### config.mk
export PLATFORM = sky130hd
export DESIGN_NAME = huffman_encoder
export DESIGN_NICKNAME = d
export VERILOG_FILES = /design/src/rtl/huff_pkg.sv /design/src/rtl/huff_code_lut.sv /design/src/rtl/huffman_encoder.sv
export SDC_FILE = /design/constraint.sdc
export NUM_CORES = 1
export LEC_CHECK = 0
export ABC_AREA = 1
export BUFFER_PORTS_ARGS = -buffer_cell sky130_fd_sc_hd__clkbuf_2
export CELL_PAD_IN_SITES_DETAIL_PLACEMENT = 0
export CELL_PAD_IN_SITES_GLOBAL_PLACEMENT = 1
export CORE_MARGIN = 3
export CORE_UTILIZATION = 32
export CTS_BUF_LIST = sky130_fd_sc_hd__clkbuf_4 sky130_fd_sc_hd__clkbuf_8
export CTS_CLUSTER_DIAMETER = 60
export CTS_CLUSTER_SIZE = 8
export DETAILED_ROUTE_END_ITERATION = 8
export HOLD_SLACK_MARGIN = 0.06
export PLACE_DENSITY = 0.73
export SYNTH_ARGS = -nofsm -noshare
export SYNTH_HDL_FRONTEND = slang
export SYNTH_SLANG_ARGS = --single-unit
### constraint.sdc
create_clock -name clk -period 2.8 [get_ports clk]
set_input_delay 0.14 -clock clk [delete_from_list [all_inputs] [get_ports clk]]
set_output_delay 0.14 -clock clk [all_outputs]
set_load 0.03 [all_outputs]
### src/rtl/huff_pkg.sv
// Shared Huffman code definitions for the weight-stream encoder and the
// on-chip decoder, so both sides always agree on the table.
package huff_pkg;

  localparam int HUFF_BW      = 4;
  localparam int MAX_CODE_LEN = 8;
  localparam int HUFF_LEN_W   = 4;

  localparam logic [3:0] ESC_PREFIX = 4'b1111;

  // Codes are stored left-aligned in an 8-bit field, unused low bits zero.
  localparam logic [7:0] CODE_SYM_0 = 8'b0000_0000;
  localparam logic [7:0] CODE_SYM_1 = 8'b1000_0000;
  localparam logic [7:0] CODE_SYM_F = 8'b1010_0000;
  localparam logic [7:0] CODE_SYM_2 = 8'b1100_0000;
  localparam logic [7:0] CODE_SYM_E = 8'b1101_0000;
  localparam logic [7:0] CODE_SYM_3 = 8'b1110_0000;
  localparam logic [7:0] CODE_SYM_D = 8'b1110_1000;

  localparam logic [3:0] LEN_SYM_0  = 4'd1;
  localparam logic [3:0] LEN_SYM_1  = 4'd3;
  localparam logic [3:0] LEN_SYM_F  = 4'd3;
  localparam logic [3:0] LEN_SYM_2  = 4'd4;
  localparam logic [3:0] LEN_SYM_E  = 4'd4;
  localparam logic [3:0] LEN_SYM_3  = 4'd5;
  localparam logic [3:0] LEN_SYM_D  = 4'd5;
  localparam logic [3:0] LEN_ESC    = 4'd8;

  typedef enum logic [1:0] {
    IDLE   = 2'd0,
    ENCODE = 2'd1,
    FLUSH  = 2'd2,
    DONE   = 2'd3
  } huff_state_t;

  typedef struct packed {
    logic [MAX_CODE_LEN-1:0] code;
    logic [HUFF_LEN_W-1:0]   len;
  } huff_code_t;

  // Symbol -> left-aligned code and its length; unlisted symbols escape
  // with the prefix followed by their raw 4 bits.
  function automatic huff_code_t huff_lookup(input logic [HUFF_BW-1:0] sym);
    huff_code_t c;
    case (sym)
      4'h0:    begin c.code = CODE_SYM_0; c.len = LEN_SYM_0; end
      4'h1:    begin c.code = CODE_SYM_1; c.len = LEN_SYM_1; end
      4'hF:    begin c.code = CODE_SYM_F; c.len = LEN_SYM_F; end
      4'h2:    begin c.code = CODE_SYM_2; c.len = LEN_SYM_2; end
      4'hE:    begin c.code = CODE_SYM_E; c.len = LEN_SYM_E; end
      4'h3:    begin c.code = CODE_SYM_3; c.len = LEN_SYM_3; end
      4'hD:    begin c.code = CODE_SYM_D; c.len = LEN_SYM_D; end
      default: begin c.code = {ESC_PREFIX, sym}; c.len = LEN_ESC; end
    endcase
    return c;
  endfunction

endpackage

### src/rtl/huff_code_lut.sv
// Combinational symbol-to-code lookup for the Huffman encoder.
module huff_code_lut
  import huff_pkg::*;
(
  input  logic [HUFF_BW-1:0]      i_sym,
  output logic [MAX_CODE_LEN-1:0] o_code,
  output logic [HUFF_LEN_W-1:0]   o_len
);

  huff_code_t w_entry;

  // Table lookup through the shared package function.
  always_comb begin
    w_entry = huff_lookup(i_sym);
    o_code  = w_entry.code;
    o_len   = w_entry.len;
  end

endmodule

### src/rtl/huffman_encoder.sv
// Huffman encoder: packs row-packed weight symbols into 32-bit prefix-coded
// words for xmem, with a flush/done handshake to close a stream.
//
// state  | meaning
// IDLE   | ready for a new word or a flush request
// ENCODE | appending one symbol per cycle, stalls if the accumulator is full
// FLUSH  | drain remaining bits, zero-padding the final partial word
// DONE   | wait for the last word to leave, then pulse done
module huffman_encoder
  import huff_pkg::*;
#(
  parameter int bw    = 4,
  parameter int row   = 8,
  parameter int out_w = 32,
  parameter int cnt_w = 16
) (
  input  logic               clk,
  input  logic               reset,
  input  logic               in_valid,
  output logic               in_ready,
  input  logic [bw*row-1:0]  in_word,
  input  logic               flush,
  output logic               out_valid,
  input  logic               out_ready,
  output logic [out_w-1:0]   out_word,
  output logic               out_last,
  output logic [cnt_w-1:0]   total_bits,
  output logic               done
);

  localparam int ACC_W  = out_w + MAX_CODE_LEN;
  localparam int FILL_W = $clog2(ACC_W + 1);
  localparam int SIDX_W = (row > 1) ? $clog2(row) : 1;

  localparam logic [FILL_W-1:0] FILL_OUT = FILL_W'(out_w);
  localparam logic [SIDX_W-1:0] SIDX_LAST = SIDX_W'(row - 1);

  huff_state_t             r_state;
  logic [bw*row-1:0]       r_word;
  logic [SIDX_W-1:0]       r_sym_idx;
  logic [ACC_W-1:0]        r_acc;
  logic [FILL_W-1:0]       r_fill;
  logic [out_w-1:0]        r_out_word;
  logic                    r_out_valid;
  logic                    r_out_last;
  logic [cnt_w-1:0]        r_total;
  logic                    r_done;
  logic                    r_in_ready;

  logic                    w_free;
  logic                    w_xfer;
  logic [ACC_W-1:0]        w_acc_shift;
  logic [FILL_W-1:0]       w_fill_post;
  logic                    w_can_append;
  logic [bw-1:0]           w_sym;
  logic [MAX_CODE_LEN-1:0] w_code;
  logic [HUFF_LEN_W-1:0]   w_len;
  logic [ACC_W-1:0]        w_code_ext;
  logic [cnt_w:0]          w_sum;
  logic [cnt_w-1:0]        w_total_next;

  huff_code_lut u_lut (
    .i_sym  (w_sym),
    .o_code (w_code),
    .o_len  (w_len)
  );

  // Output-transfer decision and the post-transfer accumulator view that the
  // append stage builds on, so a word can leave and a symbol enter together.
  always_comb begin
    w_sym        = r_word[int'(r_sym_idx)*bw +: bw];
    w_free       = !r_out_valid || out_ready;
    w_xfer       = w_free && (r_fill >= FILL_OUT);
    w_acc_shift  = w_xfer ? {r_acc[ACC_W-out_w-1:0], {out_w{1'b0}}} : r_acc;
    w_fill_post  = w_xfer ? (r_fill - FILL_OUT) : r_fill;
    w_can_append = (w_fill_post <= FILL_OUT);
    w_code_ext   = {w_code, {(ACC_W-MAX_CODE_LEN){1'b0}}} >> w_fill_post;
    w_sum        = {1'b0, r_total} + (cnt_w+1)'(w_len);
    w_total_next = w_sum[cnt_w] ? {cnt_w{1'b1}} : w_sum[cnt_w-1:0];
  end

  // Control FSM with accumulator, output register and bit counter.
  always_ff @(posedge clk) begin
    if (reset) begin
      r_state     <= IDLE;
      r_word      <= '0;
      r_sym_idx   <= '0;
      r_acc       <= '0;
      r_fill      <= '0;
      r_out_word  <= '0;
      r_out_valid <= 1'b0;
      r_out_last  <= 1'b0;
      r_total     <= '0;
      r_done      <= 1'b0;
      r_in_ready  <= 1'b1;
    end else begin
      r_done <= 1'b0;
      if (r_out_valid && out_ready) begin
        r_out_valid <= 1'b0;
      end
      if (w_xfer) begin
        r_out_word  <= r_acc[ACC_W-1 -: out_w];
        r_out_valid <= 1'b1;
        r_out_last  <= 1'b0;
      end
      r_acc  <= w_acc_shift;
      r_fill <= w_fill_post;

      case (r_state)
        IDLE: begin
          if (in_valid) begin
            r_word     <= in_word;
            r_sym_idx  <= '0;
            r_state    <= ENCODE;
            r_in_ready <= 1'b0;
          end else if (flush) begin
            r_state    <= FLUSH;
            r_in_ready <= 1'b0;
          end
        end
        ENCODE: begin
          if (w_can_append) begin
            r_acc   <= w_acc_shift | w_code_ext;
            r_fill  <= w_fill_post + FILL_W'(w_len);
            r_total <= w_total_next;
            if (r_sym_idx == SIDX_LAST) begin
              r_state    <= IDLE;
              r_in_ready <= 1'b1;
            end else begin
              r_sym_idx <= r_sym_idx + 1'b1;
            end
          end
        end
        FLUSH: begin
          // Whole words drain through the normal transfer path first; only a
          // partial remainder is padded out here.
          if (r_fill == '0) begin
            r_state <= DONE;
          end else if (r_fill < FILL_OUT && w_free) begin
            r_out_word  <= r_acc[ACC_W-1 -: out_w];
            r_out_valid <= 1'b1;
            r_out_last  <= 1'b1;
            r_acc       <= '0;
            r_fill      <= '0;
            r_state     <= DONE;
          end
        end
        DONE: begin
          if (!r_out_valid) begin
            r_done     <= 1'b1;
            r_total    <= '0;
            r_state    <= IDLE;
            r_in_ready <= 1'b1;
          end
        end
        default: begin
          r_state    <= IDLE;
          r_in_ready <= 1'b1;
        end
      endcase
    end
  end

  assign in_ready   = r_in_ready;
  assign out_valid  = r_out_valid;
  assign out_word   = r_out_word;
  assign out_last   = r_out_last;
  assign total_bits = r_total;
  assign done       = r_done;

endmodule

==> results of run 1 <==
flip-flops by register name (all words and copies together), names as in the netlist, named ones only:
register    count
in_ready        1
total_bits     16
r_word         32
done            1
r_state         2
r_acc          40
r_sym_idx       3
out_word       32
r_fill          6
out_valid       1
power groups by stage:
stage          Sequential [mW]  Combinational (mW)  Clock (mW)
2_1_floorplan             2.50                2.72           0
3_3_place_gp              2.42                4.02           0
3_5_place_dp              2.43                4.04           0
4_1_cts                   2.38                4.12        1.75
5_1_grt                   2.42                5.30        1.85
6_report                  2.39                4.76        1.71
per-layer routing:
metal	global-route usage, %	vias to the layer above	wire (um)
met5	0	-	0
met4	4.465	0	357
met1	24.09	3577	10550
met3	3.370	28	887
li1	-	4003	-
met2	29.10	166	10540
cell type report:
| class | instances | share of cell area, % |
|---|---|---|
| multi-input combinational | 810 | 45.54 |
| sequential | 135 | 27.75 |
| timing repair buffer | 183 | 13.48 |
| inverter | 125 | 5.060 |
| tap | 313 | 4.020 |
| clock buffer | 19 | 2.684 |
| clock inverter | 12 | 1.464 |
worst paths after layout:
check / from / endpoint / slack (ns)
max: r_sym_idx[0]$_SDFFE_PP0P_ / total_bits[4]$_SDFFE_PP0P_ / 0.03
min: out_ready / flop / 0.11
max reg2reg: r_sym_idx[0]$_SDFFE_PP0P_ / total_bits[4]$_SDFFE_PP0P_ / 0.03
min reg2reg: r_acc[10]$_SDFF_PP0_ / out_word[2]$_SDFF_PP0_ / 0.45
cell families after synthesis:
kind of cell               Yosys count  synth area share [%]
AOI/OAI and AO/OA                  272                 19.37
xor gates and xnor gates             5                0.5886
adders and majority gates           14                 2.556
buffers and inverters              186                 10.14
DFF                                135                 36.32
and+or+nand+nor                    518                 31.02
cells in the final DEF, fill, tap and decap left out, drive strengths merged, types with 3 or more instances in the layout:
| cell | synthesis | final |
|---|---|---|
| ha | 12 | 12 |
| o21ai | 124 | 124 |
| nand2 | 270 | 270 |
| dfxtp | 135 | 135 |
| nand4 | 22 | 22 |
| o211ai | 7 | 7 |
| xor2 | 3 | 3 |
| a31oi | 3 | 3 |
| nor2 | 118 | 118 |
| clkbuf | 42 | 107 |
| buf | 17 | 62 |
| nand3 | 96 | 97 |
| a21oi | 117 | 117 |
| clkinv | 4 | 8 |
| inv | 121 | 125 |
| a211oi | 16 | 16 |
| dlygate4sd3 | 0 | 33 |
| nor3 | 8 | 8 |
critical path, stage by stage (launching register included):
cell and delay [ns]:
dfxtp_2 0.34, buf_12 0.15, buf_12 0.14, nand2_4 0.06, nand3_2 0.08, nand2_2 0.09, nand2_2 0.06, nand2_4 0.10
buf_12 0.11, nor2_4 0.04, nor2_8 0.11, nand2_4 0.06, ha_4 0.16, fa_2 0.36, a21oi_2 0.14, nand2_2 0.08
nand2_4 0.11, buf_6 0.11, xor2_1 0.15, nand2_1 0.06, nand2_1 0.06, a21oi_1 0.06
cell usage after synthesis (12+ instances only):
master    count
nand2_1     255
a21oi_1     117
nand2_2      12
inv_1       117
clkbuf_1     42
o21ai_0     121
nand3_1      88
dfxtp_1     135
nand4_1      22
a211oi_1     16
ha_1         12
nor2_1      111
repair_timing:
action / CTS / global route
gates resized for setup: 12 / 121
hold endpoints to repair: 33 / 0
cloned: 1 / 0
hold buffers: 33 / 0
setup endpoints to repair: 18 / 36
pin swaps: 1 / 57
buffers inserted: 0 / 12
==> results.tsv, run 1 <==
metric	value	unit
ir_drop	0.4096	mV
fin_crit	2.772	ns
tns	0	ns
seq_power_share	27.0	%
fillers	2419	
cts_tree	done	
clkSinkCount	135	
diodes	0	
endpoint_kind	flop	
antenna_left	0	
yosys.area.top_type_share	36.32	%
post-dp-hpwl	15240	um
cts.path.max_buffers	2	
slew_headroom	42.71	%
cts_buffers	17	
pre_cts_slack	-0.1918	ns
outcome	complete, no violations	
vias	7774	
synth_edf_count	0	
die_area	0.02512	mm2
die_h	158.5	um
post-route-period-util	98.99	%
skew	0.01812	ns
async_flop_share	0	%
ys_ff_latch	135	
switching_share	45.15	%
worst_slack	0.02829	ns
syn_to_final_growth	30.94	%
rows	55	
fp.coreArea	0.02278	mm2
grt_max_degree	79	
power_density	909.4	mW/mm2
arrival	3.08	ns
synth_top_cell_by_area	dfxtp_1	
p_int	4.860	mW
hold_path_class	primary input to flop	
synth.distinct_cells	42	
fin_cells	1597	
start_util	32.67	%
cp-start-kind	flop	
min_path_cells	5	
power_frac_comb	53.7	%
hold_viol	0	
cts.htree.levels	4	
root_buffer	clkbuf_8	
multi_input_area	0.004437	mm2
final_util	42.77	%
seq_area_frac_synth	36.32	%
finalSetupViolCount	0	
wl_per_cell	13.99	um
timing_worst_setup_path_type	flop to flop	
grt_usage	17.73	%
p_leak	4.174	nW
drt-total-wl	22340	um
dr.first_iter.drc_count	459	
placed_cell_area	0.008408	mm2
regArea	0.002704	mm2
ios	89	
synth_warnings	0	
drc_errors	0	
placed_cells	1520	
p_clk_share	19.3	%
rr_worst_depth	21	
path_clk_slew	0.08	ns
io_buffer_count	88	
drive_above_1_share	24.38	%
grt_pass1_vias	7115	
antenna_found_initial	0	
ys_top_cells_by_area	dfxtp_1 36%, nand2_1 13%, o21ai_0 8.1%, a21oi_1 7.9%, nand3_1 5.9%	
grt_pass1_wl	35970	um
syn_area	0.007441	mm2
power.total	8.860	mW
critPathRequiredTime	3.11	ns
gp_congestion	0.8842	
syn-num-nets	1181	
worst_pin_slew	0.8528	ns
maxClockFrequency	360.8	MHz
avgSynthCellArea	6.585	um2
maxCapViolations	0	
finalNetCount	1323	
die_width	158.5	um
synthCells	1130	
fin_area	0.009743	mm2
avgViaCountPerCell	4.868	
hold_ws	0.1057	ns
rsz0062_at_grt	yes	
synth_ff_type	dfxtp_1	
p_sw	4.000	mW
clkLatencyLatePin	0.46	ns
slew_violations	0	
dr.pass1.iters	5	
cp_max_fo	7	
gr-total-overflow	0	
(Power assumes the default switching activity.)
==> run 2, diff against run 1 <==
SETUP_SLACK_MARGIN = 0.2   (was default)
==> run 2 against run 1 <==
  * Global-route usage increased by 0.40 points
  * Critical path type unchanged
  * Sequential power about the same
  * Sequential share of layout area increased by 0.36 points
  * Worst setup slack improved by 0.12 ns
  * Utilization decreased by 0.49 points
==> results.tsv, run 2 (synthesized netlist as in run 1, its figures left out) <==
metric	value	unit	change
outcome	complete, no violations		unchanged
fp.coreArea	0.02278	mm2	unchanged
grt_max_degree	66		was 79
grt_usage	18.13	%	was 17.73%
die_h	158.5	um	unchanged
cts_buffers	17		unchanged
post-route-period-util	94.78	%	was 98.99%
cts.path.max_buffers	2		unchanged
tns	0	ns	unchanged
worst_slack	0.1462	ns	was 0.02829 ns
power_frac_comb	52.5	%	was 53.7%
maxCapViolations	0		unchanged
cts_tree	done		unchanged
finalSetupViolCount	0		unchanged
critPathRequiredTime	3.11	ns	about the same
post-dp-hpwl	15300	um	was 15240 um
fin_crit	2.654	ns	was 2.772 ns
switching_share	44.64	%	was 45.15%
antenna_found_initial	0		unchanged
avgViaCountPerCell	4.797		was 4.868
drt-total-wl	22090	um	was 22340 um
largest_register_ff_count	40		unchanged
arrival	2.97	ns	was 3.08 ns
cts.htree.levels	4		unchanged
ios	89		unchanged
rsz0062_at_grt	yes		unchanged
start_util	32.67	%	unchanged
pre_cts_slack	-0.06297	ns	was -0.1918 ns
dr.pass1.iters	5		unchanged
slew_headroom	42.03	%	was 42.71%
wl_per_cell	13.91	um	was 13.99 um
maxClockFrequency	376.8	MHz	was 360.8 MHz
cpMaxStageDelayCell	dfxtp_4		was fa_2
p_sw	3.923	mW	was 4.000 mW
vias	7618		was 7774
clkLatencyLatePin	0.45	ns	was 0.46 ns
max_stage_delay	0.40	ns	was 0.36 ns
final_cell_mix	224 x nand2_1, 133 x dfxtp_1, 116 x o21ai_0		was 220 x nand2_1, 134 x dfxtp_1, 116 x o21ai_0
die_area	0.02512	mm2	unchanged
finalNetCount	1313		was 1323
endpoint_kind	flop		unchanged
fillers	2440		was 2419
gp_congestion	0.9269		was 0.8842
placed_cell_area	0.008394	mm2	was 0.008408 mm2
cp_max_fo	8		was 7
p_leak	4.122	nW	was 4.174 nW
grt_pass1_wl	36470	um	was 35970 um
p_clk_share	20.3	%	was 19.3%
root_buffer	clkbuf_8		unchanged
timing_worst_setup_path_type	flop to flop		unchanged
hold_viol	0		unchanged
syn_to_final_growth	29.43	%	was 30.94%
seq_power_share	27.3	%	was 27.0%
rows	55		unchanged
top_register	r_acc		unchanged
drc_errors	0		unchanged
dr.first_iter.drc_count	536		was 459
drive_above_1_share	23.06	%	was 24.38%
path_clk_slew	0.09	ns	was 0.08 ns
final_common_cell	nand2_1		unchanged
ir_drop	0.3808	mV	was 0.4096 mV
diodes	0		unchanged
p_int	4.865	mW	was 4.860 mW
hold_path_class	primary input to flop		unchanged
clkSinkCount	135		unchanged
slew_violations	0		unchanged
die_width	158.5	um	unchanged
io_buffer_count	88		unchanged
worst_pin_slew	0.8629	ns	was 0.8528 ns
power_density	912.4	mW/mm2	was 909.4 mW/mm2
fin_area	0.009630	mm2	was 0.009743 mm2
antenna_left	0		unchanged
path_cells	buf_12 -> nand2_4 -> nand3_2 -> nand2_1 -> nand2_1 -> nand2_2 -> buf_6 -> nor2_4 -> nor2_8 -> nand2_4 -> ha_4 -> fa_2 -> a21oi_2 -> nand2_2 -> nand2_4 -> nor2_8 -> nand3_4 -> nand3_2 -> nand2_2 -> a21oi_1		was buf_12 -> buf_12 -> nand2_4 -> nand3_2 -> nand2_2 -> nand2_2 -> nand2_4 -> buf_12 -> nor2_4 -> nor2_8 -> nand2_4 -> ha_4 -> fa_2 -> a21oi_2 -> nand2_2 -> nand2_4 -> buf_6 -> xor2_1 -> nand2_1 -> nand2_1 -> a21oi_1
gr-total-overflow	0		unchanged
grt_pass1_vias	7295		was 7115
skew	0.01926	ns	was 0.01812 ns
cp-start-kind	flop		unchanged
## run 2: cell count changes in the layout (fill, tap and decap cells not counted), sizes merged
cell,before,now
clkbuf,107,112
clkinv,8,5
inv,125,124
buf,62,52
## run 2: layer usage
layer / vias to the layer above / part of all wire, % / GRT usage [%]
met3: 21 / 2.8 / 3.180
met5: - / 0 / 0
met1: 3479 / 47 / 23.33
met2: 131 / 49 / 31.41
met4: 0 / 1.5 / 4.834
li1: 3987 / - / -
## run 2: final timing paths
| path | slack (ns) | to | depth (start not counted) | from |
|---|---|---|---|---|
| worst max register to register | 0.15 | total_bits[7]$_SDFFE_PP0P_ | 20 | r_sym_idx[0]$_SDFFE_PP0P_ |
| worst max-delay path | 0.15 | total_bits[7]$_SDFFE_PP0P_ | 20 | r_sym_idx[0]$_SDFFE_PP0P_ |
| worst min-delay path | 0.11 | flop | 5 | out_ready |
| worst min register to register | 0.46 | out_word[8]$_SDFF_PP0_ | 2 | r_acc[16]$_SDFF_PP0_ |
## run 2: cell type report
cell class	count	area [um2]	share of cell area (%)
multi-input cells	810	4390	45.59
flip-flops and latches	135	2708	28.11
repair buffers	173	1222	12.69
inverters	125	481.7	5.002
well taps	313	391.6	4.067
clock buffers	24	330.3	3.430
clock inverters	8	106.4	1.104
## run 2: stage by stage
stage	power (mW)	utilization (%)	cells	hold WS [ns]
after floorplan	5.260	-	1130	0.3333
after detailed placement	6.377	36.85	1512	0.4257
after global routing	9.505	42.28	1588	0.1114
after CTS	8.550	41.58	1585	0.07659
after global placement	6.356	36.85	1512	0.4174
final	8.787	42.28	1588	0.1116
## run 2: worst max-delay path, delay by kind of cell (launching register included)
kind                     cells  cell delay [ns]
flip-flops                   1             0.40
buffers and inverters        2             0.28
adder cells (fa/ha/maj)      2             0.50
AO/OA/AOI/OAI                2             0.20
AND/OR/NAND/NOR             14             1.11
## run 2: power groups by stage
stage	combinational (mW)	clock [mW]	sequential [mW]
after CTS	4.32	1.84	2.40
after global placement	3.93	0	2.43
after floorplan	2.76	0	2.50
after global routing	5.15	1.93	2.43
final	4.61	1.78	2.40
after detailed placement	3.94	0	2.43
## run 2: what timing repair did
action | CTS | global route
buffers inserted | 7 | 3
hold buffers | 33 | 0
hold endpoints to repair | 33 | 0
endpoints found under the setup margin | 27 | 53
gates cloned | 1 | 0
gates resized for setup | 66 | 38
pin swaps | 46 | 14
==> run 3, diff against run 2 <==
CORE_UTILIZATION = 39   (was 32)
PLACE_DENSITY = 0.85   (was 0.73)
==> run 3 against run 2 <==
  * Via count grew 1.2%
  * Sequential cell count stayed put
  * Combinational power increased by 8.2%
  * First-iteration DRC count shrank 25%
  * Critical endpoint is now r_fill[5]$_SDFF_PP0_
  * Global-route usage is 2.5 points higher
  * Die area shrank 17%
  * Non-clock buffer count is 3 higher
  * Design area is 1.9% higher
  * Routed wire length is 3.2% lower
  * Clock power shrank 6%
  * Largest power group unchanged
  * Sequential share of layout area fell by 0.53 points
  * Worst hold slack worse by 0.0039 ns
==> results.tsv, run 3 (synthesized netlist as in run 1, its figures left out) <==
metric	value	unit	change
vias	7711		was 7618
drt-total-wl	21380	um	was 22090 um
cts.path.max_buffers	2		unchanged
start_util	40.59	%	was 32.67%
ios	89		unchanged
timing_worst_setup_path_type	flop to flop		unchanged
largest_register_ff_count	40		unchanged
die_h	144.1	um	was 158.5 um
pre_cts_slack	-0.06523	ns	was -0.06297 ns
cp-start-kind	flop		unchanged
drc_errors	0		unchanged
grt_pass1_vias	7151		was 7295
cts.htree.levels	4		unchanged
maxClockFrequency	371.2	MHz	was 376.8 MHz
wl_per_cell	14.19	um	was 13.91 um
hold_viol	0		unchanged
arrival	3.01	ns	was 2.97 ns
maxCapViolations	0		unchanged
finalSetupViolCount	0		unchanged
tns	0	ns	unchanged
drive_above_1_share	27.70	%	was 23.06%
root_buffer	clkbuf_8		unchanged
power_density	923.9	mW/mm2	was 912.4 mW/mm2
top_register	r_acc		unchanged
grt_max_degree	66		unchanged
slew_violations	0		unchanged
avgViaCountPerCell	5.117		was 4.797
die_width	144.1	um	was 158.5 um
worst_slack	0.1063	ns	was 0.1462 ns
fin_crit	2.694	ns	was 2.654 ns
hold_path_class	primary input to flop		unchanged
dr.pass1.iters	5		unchanged
path_clk_slew	0.08	ns	was 0.09 ns
cts_buffers	17		unchanged
final_common_cell	nand2_1		unchanged
fin_area	0.009814	mm2	was 0.009630 mm2
clkSinkCount	135		unchanged
gr-total-overflow	0		unchanged
dr.first_iter.drc_count	400		was 536
clkLatencyLatePin	0.46	ns	was 0.45 ns
gp_congestion	0.9521		was 0.9269
skew	0.01361	ns	was 0.01926 ns
ir_drop	0.5059	mV	was 0.3808 mV
grt_usage	20.61	%	was 18.13%
cts_tree	done		unchanged
post-dp-hpwl	14360	um	was 15300 um
power.total	9.068	mW	was 8.787 mW
fp.coreArea	0.01833	mm2	was 0.02278 mm2
syn_to_final_growth	31.90	%	was 29.43%
grt_pass1_wl	34520	um	was 36470 um
worst_pin_slew	0.9034	ns	was 0.8629 ns
rsz0062_at_grt	yes		unchanged
antenna_left	0		unchanged
die_area	0.02077	mm2	was 0.02512 mm2
antenna_found_initial	0		unchanged
final_cell_mix	201 x nand2_1, 133 x dfxtp_1, 114 x inv_1		was 224 x nand2_1, 133 x dfxtp_1, 116 x o21ai_0
outcome	complete, no violations		unchanged
diodes	0		unchanged
slew_headroom	39.70	%	was 42.03%
endpoint_kind	flop		unchanged
p_leak	4.151	nW	was 4.122 nW
critPathRequiredTime	3.12	ns	was 3.11 ns
placed_cell_area	0.008219	mm2	was 0.008394 mm2
post-route-period-util	96.20	%	was 94.78%
cp_max_fo	6		was 8
finalNetCount	1316		was 1313
rows	49		was 55
io_buffer_count	88		unchanged
-- run 3: cell type report --
type,instances,area [um2]
inverters,125,481.7
multi-input cells,810,4701
flip-flops and latches,135,2708
well taps,229,286.5
repair buffers,176,1235
clock buffers,20,262.8
fillers,1796,8517
clock inverters,12,140.1
-- run 3: layer usage --
metal / part of all wire [%] / up-vias / GRT usage [%]
met5: 0 / - / 0
met4: 1.7 / 0 / 6.095
met3: 3.4 / 29 / 3.836
met2: 50 / 137 / 36.11
met1: 45 / 3552 / 25.76
li1: - / 3993 / -
-- run 3: metrics by stage --
stage	instances	utilization, %	hold slack (ns)
after global placement	1422	44.84	0.4172
after global routing	1507	53.54	0.1224
after floorplan	1130	-	0.3333
after CTS	1497	50.09	0.09020
after detailed placement	1422	44.84	0.4242
final	1507	53.54	0.1077
-- run 3: path summary, 6_finish.rpt --
check | depth (start not counted) | slack [ns] | start | to
setup / recovery | 20 | 0.11 | r_sym_idx[0]$_SDFFE_PP0P_ | r_fill[5]$_SDFF_PP0_
hold / removal | 6 | 0.11 | out_ready | flop
setup reg to reg | 20 | 0.11 | r_sym_idx[0]$_SDFFE_PP0P_ | r_fill[5]$_SDFF_PP0_
hold reg to reg | 2 | 0.45 | r_acc[8]$_SDFF_PP0_ | out_word[0]$_SDFF_PP0_
-- run 3: worst max-delay path, cell delays in order (launching register included) --
cell and delay [ns]:
dfxtp_4 0.40, buf_6 0.14, nand2_1 0.07, nand3_2 0.10, nand2_2 0.08, nand2_1 0.06, nand2_2 0.11, nand2_4 0.08
nor2_4 0.20, a21oi_4 0.05, inv_2 0.09, buf_4 0.11, ha_1 0.22, nand2_1 0.07, nor2_1 0.05, a211oi_2 0.25
nor2_1 0.08, o21ai_1 0.16, nand2_1 0.11, nand2_1 0.07, a21oi_1 0.05
-- run 3: where the power goes --
group / internal [mW] / switching (mW)
clock: 0.848 / 0.837
combinational: 1.83 / 3.16
sequential: 2.25 / 0.149
total: 4.92 / 4.14
-- run 3: repair_timing --
| action | in CTS | in global routing |
|---|---|---|
| setup buffers | 9 | 10 |
| pin swaps | 15 | 45 |
| hold buffers | 33 | 0 |
| gates cloned | 1 | 0 |
| endpoints found under the hold margin | 33 | 0 |
| gates resized for setup | 44 | 139 |
| setup endpoints to repair | 37 | 57 |
